### config.mk
export PLATFORM = sky130hd
export DESIGN_NAME = decoder_r_insn
export DESIGN_NICKNAME = d
export VERILOG_FILES = /design/src/rtl/decoder_r_insn.sv
export SDC_FILE = /design/constraint.sdc
export NUM_CORES = 1
export LEC_CHECK = 0
export BUFFER_PORTS_ARGS = -buffer_cell sky130_fd_sc_hd__buf_2
export CAP_MARGIN = 40
export CELL_PAD_IN_SITES_DETAIL_PLACEMENT = 2
export CELL_PAD_IN_SITES_GLOBAL_PLACEMENT = 2
export CORE_UTILIZATION = 10
export DETAILED_ROUTE_END_ITERATION = 12
export PLACE_DENSITY_LB_ADDON = 0.1
export SYNTH_ARGS = -nofsm -noshare
export SYNTH_HDL_FRONTEND = slang
export SYNTH_SLANG_ARGS = --single-unit
export TNS_END_PERCENT = 100
### constraint.sdc
create_clock -name CLK -period 2.4 [get_ports CLK]
set_input_delay 0.36 -clock CLK [delete_from_list [all_inputs] [get_ports CLK]]
set_output_delay 0.36 -clock CLK [all_outputs]
set_load 0.05 [all_outputs]
### src/rtl/decoder_r_insn.sv
// Control decoder for RV32I R-type (OP opcode) instructions in the single-cycle CPU.
// Validates the encoding, slices register fields, gates the register-file write clock.
module decoder_r_insn (
  input  logic        CLK,
  input  logic        RST_N,
  input  logic [31:0] INSN,
  output logic        sub_sra,
  output logic        addr_sel,
  output logic        pc_next_sel,
  output logic        pc_alu_sel,
  output logic        rd_clk,
  output logic        mem_clk,
  output logic [4:0]  rs1_addr,
  output logic [4:0]  rs2_addr,
  output logic [4:0]  rd_addr,
  output logic [2:0]  alu_func,
  output logic        valid,
  output logic        illegal_q
);

  localparam logic [6:0] OPC_OP   = 7'b0110011;
  localparam logic [6:0] F7_BASE  = 7'b0000000;
  localparam logic [6:0] F7_ALT   = 7'b0100000;
  localparam logic [2:0] F3_ADDSUB = 3'b000;
  localparam logic [2:0] F3_SRLSRA = 3'b101;

  logic [6:0] opcode;
  logic [6:0] funct7;
  logic       is_op;
  logic       alt_ok;

  assign opcode   = INSN[6:0];
  assign funct7   = INSN[31:25];
  assign rs1_addr = INSN[19:15];
  assign rs2_addr = INSN[24:20];
  assign rd_addr  = INSN[11:7];
  assign alu_func = INSN[14:12];

  // funct7 = 0100000 is only meaningful for SUB and SRA; everything else is illegal.
  assign is_op  = (opcode == OPC_OP);
  assign alt_ok = (funct7 == F7_ALT) && ((alu_func == F3_ADDSUB) || (alu_func == F3_SRLSRA));
  assign valid  = is_op && ((funct7 == F7_BASE) || alt_ok);

  assign sub_sra     = valid & INSN[30];
  assign addr_sel    = 1'b0;
  assign pc_next_sel = 1'b0;
  assign pc_alu_sel  = 1'b0;
  assign mem_clk     = 1'b0;

  // Upstream only changes INSN while CLK is low, so this AND gate cannot glitch.
  assign rd_clk = CLK & RST_N & valid & (rd_addr != 5'd0);

  // NOTE: sequential state uses non-blocking assignments so every flop samples
  // pre-edge values; the async clear makes reset take effect mid-cycle.
  always_ff @(posedge CLK or negedge RST_N) begin
    if (!RST_N) begin
      illegal_q <= 1'b0;
    end else if (is_op && !valid) begin
      illegal_q <= 1'b1;
    end
  end

endmodule

---- Word level (Yosys, flattened, before mapping) ----
Index checks and enable logic that the tools add are counted.
word-level totals
  output and inout bits ................... 26
  logic and storage cells ................. 17
  register bits ........................... 1
  RAM bits ................................ 0
  ROM bits ................................ 0
  memories kept ........................... 0
  bits in latches ......................... 0
  input bits .............................. 34
cells by class
  muxes and demuxes ....................... 0
  multiply operators ...................... 0
  divide/modulo/power cells ............... 0
  add/subtract/negate cells ............... 0
  reduce and logical (&&, ||, !) cells .... 9
  bitwise gates (word level) .............. 4
  $lt $le $gt $ge ......................... 0
  equality and inequality tests ........... 3
  shifts and indexed selects .............. 0
operators with widths
  cell                                            number
  == test 7 x 6 -> 1 bit (second input constant)  2
  logical NOT 7 bit                               1
  nonzero test 5 bit                              1
  bitwise AND 1 bit                               4
  == test 3 bit (second input constant)           1
  logical AND 1 bit                               3
  logical NOT 3 bit                               1
  logical OR 1 bit                                2
  logical NOT 1 bit                               1

---- Longest topological paths before layout ----
  depth in word-level cells ............... 7
  depth in mapped cells ................... 3
  depth with buffers taken out ............ 3

==> flow_summary.ini <==
[logic_synthesis]
synth_simple_gate_area_frac = 0.273
yosys.cell_types.count = 17
yosysWarningCount = 0
synth_top_family_by_area = buffers and inverters
synth_compound_area_frac = 0.0751
synth-xor-area-share = 0.0277
syn-mean-instance-area_sq_um = 8.12
ys_seq_area_frac = 0.0791
ys_ff_latch = 1
syn_area_sq_um = 317
synth_fa_ha_area_frac = 0
syn_inst = 39
synth_mux_area_frac = 0

[setup_path]
critPathMaxFanout = 2
regToRegSetupSlack_ps = 1630
path_class = clk2out
critPathCapture = rd_clk
cp-end-kind = output port
r2r_cells = 3
startpoint_type = clock port
arrival_ps = 1790
required_ps = 2040
reg2reg_from = illegal_q
crit_path_start = CLK
worst_r2r_endpoint = illegal_q

[power]
leakagePower_uw = 0.000227
comb_power_share = 0.348
p_sw_frac = 0.377
seq_power_share = 0.078
powerDensity_mw_per_mm2 = 493
power.share.clock = 0.573
switchingPower_uw = 81.7
intPower_uw = 135
ir_drop_mv = 0.140

[place]
pre_cts_ws_ps = 462
io_buffers = 35
dp_hpwl_um = 801
placed_cells = 99
postPlaceCellArea_sq_um = 393
gp_congestion = 0.694

[timing]
tns_ps = 0
postLayoutSetupSlackWorst_ps = 246
rsz0062_at_grt = no
final-setup-viol-count = 0
finalHoldViolations = 0
skew_ps = 0
slew_violations = 0

[layout]
final_cells = 105
multi_input_area_sq_um = 134
seqCellArea_sq_um = 25.0
fillers = 375
regMostFlops = illegal_q
top_regs = illegal_q x1
drive_gt1_frac = 0.721
antennaDiodeCount = 0
fin_area_sq_um = 440
finalNetCount = 97
largest_register_ffs = 1
syn_to_final_growth_pct = 39.1

[die]
die_h_um = 58.3
fp.dieW_um = 58.3
dieArea_sq_mm = 0.00339
start_util = 0.105
rows = 20
io_pins = 60
coreArea_sq_mm = 0.00303

[flow_run]
max_cap_violations = 0

[clock_tree]
cts_resized = 0
clkTransAtPathRegs_ps = 30
cts_tree = yes
clock_latency_ps = 320

[hold_path]
hp-class = in2async

[detailed_routing]
vias_per_cell = 3.26
dr_total_vias = 342
ant_nets = 0
wl_um = 878
wl_per_cell_um = 8.36
drt-initial-drc-count = 0
dr.pass1.iters = 1
drc_errors = 0

[run_status]
status = finished clean

[global_route]
grt_overflow = 0
antenna_found_initial = 0
grt_util_all_layers = 0.0532
grt_pass1_wl_mm = 1.28
grt_max_degree = 5
grt_pass1_vias = 347
==> kinds of logic after synthesis <==
family / count (synthesis)
other cells: 1
compound gates: 3
simple gates: 10
buf+inv: 23
xor+xnor: 1
flops: 1
==> stage by stage <==
stage	util	hold slack, ps	total power [uW]
2_1_floorplan	-	64.4	131
3_3_place_gp	0.130	147	99.5
3_5_place_dp	0.130	144	99.4
4_1_cts	0.145	365	227
5_1_grt	0.145	363	237
6_report	0.145	363	217
==> cell usage in the layout (no fill, tap or decap) <==
master,n
a2bb2oi_1,1
buf_2,35
clkbuf_4,5
conb_1,4
dfrtp_1,1
dlygate4sd3_1,1
inv_1,1
nand2_1,1
nand3_1,1
nand4_2,1
nor2_1,1
nor3_1,1
nor4_1,1
nor4_2,1
nor4b_2,2
o211ai_1,1
o21a_1,1
or4_1,1
xor2_1,1
==> what timing repair did <==
action                                  CTS  global route
endpoints found under the setup margin    0             0
hold buffers                              1             0
setup buffers                             0             0
endpoints found under the hold margin     1             0
==> synth_stat cells <==
master / n / area [sq um]
a2bb2oi_1: 1 / 8.76
buf_4: 22 / 165
conb_1: 1 / 3.75
dfrtp_1: 1 / 25.0
inv_1: 1 / 3.75
nand2_1: 1 / 3.75
nand3_1: 1 / 5.00
nand4_2: 1 / 12.5
nor2_1: 1 / 3.75
nor3_1: 1 / 5.00
nor4_1: 1 / 6.26
nor4_2: 1 / 12.5
nor4b_2: 2 / 30.0
o211ai_1: 1 / 7.51
o21a_1: 1 / 7.51
or4_1: 1 / 7.51
xor2_1: 1 / 8.76
==> per-layer routing <==
layer,wire (um),global-route usage,part of all wire,up-vias
met5,0,0,0,-
met3,91,0.0268,0.10,6
met1,279,0.0402,0.32,152
li1,-,-,-,152
met2,480,0.0837,0.55,32
met4,27,0.0748,0.031,0
==> layout make-up <==
class	instances	share of cell area
clock buffers	6	0.0966
flip-flops and latches	1	0.0568
well taps	44	0.125
inverters	1	0.00852
multi-input cells	18	0.304
repair buffers	35	0.409
==> power groups by stage <==
stage | Sequential, uW | Clock [uW] | Combinational (uW)
final | 17.0 | 124 | 75.6
after global routing | 17.0 | 140 | 80.5
after CTS | 17.0 | 133 | 76.5
after detailed placement | 17.2 | 7.17 | 75.0
after global placement | 17.2 | 7.17 | 75.1
after floorplan | 17.2 | 7.17 | 106
==> worst min path at each step <==
stage,startpoint,to,slack (ps),cells after the start
5_1_grt,RST_N,illegal_q,360,2
2_1_floorplan,RST_N,illegal_q,60,0
3_3_place_gp,RST_N,illegal_q,150,1
4_1_cts,RST_N,illegal_q,370,2
6_report,RST_N,illegal_q,360,2
3_5_place_dp,RST_N,illegal_q,140,1
==> critical path, stage by stage <==
cell and delay [ps]:
clkbuf_4 110, clkbuf_4 120, o211ai_1 100, nor4_2 50, buf_2 210
No activity file was read; power rests on OpenSTA's default activity.
